`config.mk`:
```
export PLATFORM = sky130hd
export DESIGN_NAME = rom_burst_writer
export DESIGN_NICKNAME = d
export VERILOG_FILES = /design/src/rtl/rom_burst_writer.sv
export SDC_FILE = /design/constraint.sdc
export NUM_CORES = 1
export LEC_CHECK = 0
export BUFFER_PORTS_ARGS = -buffer_cell sky130_fd_sc_hd__buf_4
export CAP_MARGIN = 0
export CORE_UTILIZATION = 30
export DETAILED_ROUTE_END_ITERATION = 8
export SKIP_CTS_REPAIR_TIMING = 1
export SLEW_MARGIN = 30
export SYNTH_ARGS = -nofsm -noshare
export SYNTH_HDL_FRONTEND = slang
export SYNTH_SLANG_ARGS = --single-unit
```
`constraint.sdc`:
```
create_clock -name clk -period 3.8 [get_ports clk]
set_input_delay 0.19 -clock clk [delete_from_list [all_inputs] [get_ports clk]]
set_output_delay 0.19 -clock clk [all_outputs]
set_load 0.01 [all_outputs]
```
`src/rtl/rom_burst_writer.sv`:
```
// Burst writer for a 2**ADDR_W x DATA_W byte table with a registered read port.
// Latency: one write per accepted beat, rd_data one cycle after rd_addr; in_ready drops during abort and outside LOAD.
module rom_burst_writer #(
  parameter int ADDR_W = 4,
  parameter int DATA_W = 8
) (
  input  logic              clk,
  input  logic              rst_n,
  input  logic              start,
  input  logic [ADDR_W-1:0] base_addr,
  input  logic [ADDR_W:0]   count,
  input  logic              abort,
  input  logic              in_valid,
  input  logic [DATA_W-1:0] in_data,
  output logic              in_ready,
  output logic              busy,
  output logic              done,
  output logic              err,
  output logic [DATA_W-1:0] checksum,
  input  logic [ADDR_W-1:0] rd_addr,
  output logic [DATA_W-1:0] rd_data
);

  localparam int DEPTH = 1 << ADDR_W;

  typedef enum logic [1:0] {IDLE, LOAD, DONE} state_t;

  state_t              state, state_nxt;
  logic [ADDR_W-1:0]   wr_ptr;
  logic [ADDR_W:0]     remaining;
  logic [DATA_W-1:0]   mem [DEPTH];
  logic                count_ok;
  logic                beat;

  assign count_ok = (count != '0) && (count <= (ADDR_W+1)'(DEPTH));
  assign beat     = in_valid & in_ready;

  always_ff @(posedge clk or negedge rst_n) begin
    if (!rst_n) state <= IDLE;
    else        state <= state_nxt;
  end

  always_comb begin
    state_nxt = state;
    case (state)
      IDLE: if (start) state_nxt = count_ok ? LOAD : DONE;
      LOAD: if (abort || (beat && remaining == (ADDR_W+1)'(1))) state_nxt = DONE;
      DONE: state_nxt = IDLE;
      default: state_nxt = IDLE;
    endcase
  end

  // Abort wins over a same-cycle beat by withholding in_ready.
  always_comb begin
    in_ready = (state == LOAD) && !abort;
    busy     = (state != IDLE);
    done     = (state == DONE);
  end

  always_ff @(posedge clk or negedge rst_n) begin
    if (!rst_n) begin
      wr_ptr    <= '0;
      remaining <= '0;
      checksum  <= '0;
      err       <= 1'b0;
    end else begin
      case (state)
        IDLE: if (start) begin
          if (count_ok) begin
            wr_ptr    <= base_addr;
            remaining <= count;
            checksum  <= '0;
            err       <= 1'b0;
          end else begin
            err <= 1'b1;
          end
        end
        LOAD: begin
          if (abort) begin
            err <= 1'b1;
          end else if (beat) begin
            wr_ptr    <= wr_ptr + 1'b1;
            remaining <= remaining - 1'b1;
            checksum  <= checksum + in_data;
          end
        end
        default: ;
      endcase
    end
  end

  always_ff @(posedge clk or negedge rst_n) begin
    if (!rst_n) begin
      for (int i = 0; i < DEPTH; i++) mem[i] <= '0;
    end else if (beat) begin
      mem[wr_ptr] <= in_data;
    end
  end

  // Read samples the array before this edge's write lands: old data on collision.
  always_ff @(posedge clk or negedge rst_n) begin
    if (!rst_n) rd_data <= '0;
    else        rd_data <= mem[rd_addr];
  end

endmodule

```
==> results.md <==
- Status: completed
- Core area: 0.0245 mm^2
- Antenna diode instance count: 0
- CP max stage delay: 500 ps
- Final hold violations: 0
- FP Rows: 57
- EDFF count, synth: 0
- Pin count of the biggest net entering global routing: 118
- Routed wl met2: 8620 um
- Net Sw Power: 1720 uW
- Yosys reg bits: 156
- Post-synth design cell area: 0.00755 mm^2
- Final nets: 584
- Routed WL per cell: 19.8 um
- CTS tree: yes
- CTS Buf Count: 17
- Worst hold path type: input pin to flop
- RePlAce Congestion: 0.811
- Peak Freq: 439 MHz
- Area delta synth->final: 16.9%
- Initial antenna violation count: 0
- Cells after Synth: 507
- Slew HR: 0.519
- Tcrit/Tclk final: 0.600
- Wl on met1: 7740 um
- Pwr dens: 673 mW/mm^2
- Slowest CP cell: dfrtp_1
- Vias per cell: 5.02
- Register share of total power: 0.428
- Met3 WL: 834 um
- Num ports: 46
- DR top layer: met4
- Setup TNS Final: 0 ps
- Smallest hold slack: 52.0 ps
- Worst skew pair latency: 420 ps
- Drt total wl: 17400 um
- Die height: 161 um
- DRC viols: 0
- I/O Buffers: 45
- Post-synth top flop: dfrtp_1
- Post-Route Skew: 10.9 ps
- First-pass GRT wire length: 27800 um
- Sw Ratio: 0.290
- Clk buf depth: 2
- Crit path max fanout: 24
- Setup crit start kind: flop
- Grt ovf: 0
- Worst-Margin Slew: 721 ps
- Non-Filler Instances: 881
- Post-DP HPWL: 11300 um
- Power Internal: 4210 uW
- Syn Area/Cell: 14.9 um^2
- Overall Power: 5940 uW
- Commonest non-fill, non-tap cells in the layout: dfrtp_1 (156), mux2_2 (128), buf_4 (44)
- Yosys cell types: 49
- Worst Path Arrival: 2580 ps
- RSZ-0062 raised after global routing: false
- Slew Viols, Final: 0
- Final core utilization: 0.360
- Worst vdd ir: 285 uV
- Placed cell count: 847
- Clock-pin transition on the worst setup and hold timing paths: 60 ps
- Via count: 4421
- Syn. warnings: 0
- Pre-antenna DRT Iters: 4
- Drt initial violations: 264
- Root Driver: clkbuf_16
- Sequential fraction of the synthesis area: 0.517
- Die X: 161 um
- Commonest non-fill, non-tap cell in the layout: dfrtp_1
- Cells along the critical path: nor3b_4 -> and2_4 -> nand4_2 -> mux2_2
- FFs w/ async S/R, synth: 1.00
- Worst EP required: 4100 ps
- Sink Count: 156
- Buf/Inv on CP: 0
- Comb pwr share: 0.263
- Antenna-violating nets left: 0
- Die area: 0.0258 mm^2
- Max_cap viols: 0
- Share of cells above drive strength 1: 0.476
- Starting Density: 0.308
- Final Critical Period: 2280 ps
- All-Layer GR Usage: 0.143
- CP endpoint kind: flop
- H-tree Lvls: 4
- Worst setup path class: flop to flop
- Top cell family by delay on the critical path: simple AND/OR/NAND/NOR gates
- Syn_nets: 547
- Clock share of power: 0.310
- Vias in the first global route: 4828
- Final setup vio count: 0
- Lkg Pwr: 0.00412 uW
layer usage:
layer	vias to the layer above	GRT usage
li1	1977	-
met1	2332	0.185
met2	94	0.238
met3	18	0.0343
met4	0	0.0433
met5	-	0
cells in the mapped netlist (2+ instances only):
cell        n  area share
buf_2       7      0.0046
o21ai_0    13      0.0086
clkbuf_1   13      0.0065
a22o_1      2      0.0023
ha_1       13       0.022
xor2_1      2      0.0023
xnor2_1     2      0.0023
mux2_2    128        0.19
a21oi_1    10      0.0066
buf_1       5      0.0025
nor3_1      3      0.0020
nand2_1    16      0.0080
inv_1      10      0.0050
nand4_2     3      0.0050
buf_12      2      0.0053
nand3_2     3      0.0040
o22a_1      2      0.0023
mux4_2     40        0.12
nand4b_1    2      0.0023
o31ai_1     2      0.0020
nand3_1     4      0.0027
o41ai_1     2      0.0023
buf_6       2      0.0030
a211oi_1    4      0.0040
nand3_4     9       0.021
a31oi_1     4      0.0033
a21o_1      3      0.0030
nor2b_1     3      0.0025
dfrtp_1   156        0.52
nor2_1     22       0.011
nor3b_1     2      0.0020
cell families (layout without fill, tap and decap cells):
| logic type | Yosys count | count (layout) | synth area share |
|---|---|---|---|
| buffers and inverters | 40 | 90 | 0.0278 |
| xor gates and xnor gates | 4 | 4 | 0.00464 |
| and+or+nand+nor | 73 | 73 | 0.0696 |
| AOI/OAI and AO/OA | 51 | 51 | 0.0452 |
| muxes | 169 | 169 | 0.312 |
| DFF | 156 | 156 | 0.517 |
| adders and majority gates | 14 | 14 | 0.0242 |
final timing paths:
| path | cells past startpoint | slack [ps] | startpoint | endpoint |
|---|---|---|---|---|
| hold / removal | 2 | 50 | start | state[0] |
| max in group asynchronous | 3 | 2880 | rst_n | rd_data[7] |
| setup reg to reg | 4 | 1520 | state[0] | mem[18] |
| hold reg to reg | 1 | 500 | mem[107] | mem[107] |
| min in group asynchronous | 2 | 250 | rst_n | mem[78] |
| setup / recovery | 4 | 1520 | state[0] | mem[18] |
metrics by stage:
step                setup slack, ps  cell area [um^2]
floorplan                      2010              7550
global placement               1590              8150
detailed placement             1570              8150
CTS                            1530              8790
global route                   1450              8830
finish                         1520              8830
sequential cells by signal, indices dropped and copies added (netlist names):
| register | flops |
|---|---|
| remaining | 5 |
| err | 1 |
| mem | 128 |
| checksum | 8 |
| rd_data | 8 |
| wr_ptr | 4 |
| state | 2 |
area by class of cell:
| cell class | count | area [um^2] |
|---|---|---|
| repair buffers | 48 | 403 |
| clock inverters | 13 | 196 |
| flip-flops and latches | 156 | 3900 |
| multi-input cells | 311 | 3440 |
| inverters | 10 | 37.5 |
| well taps | 324 | 405 |
| clock buffers | 19 | 443 |
| fillers | 2367 | 15700 |
power groups by stage:
stage	clock (uW)	combinational (uW)	sequential, uW
3_3_place_gp	0	1500	2530
3_5_place_dp	0	1570	2560
4_1_cts	1880	1570	2540
5_1_grt	1950	1710	2610
2_1_floorplan	0	1200	2450
6_report	1840	1560	2540
Note: power is estimated with default switching activity, not from simulation.
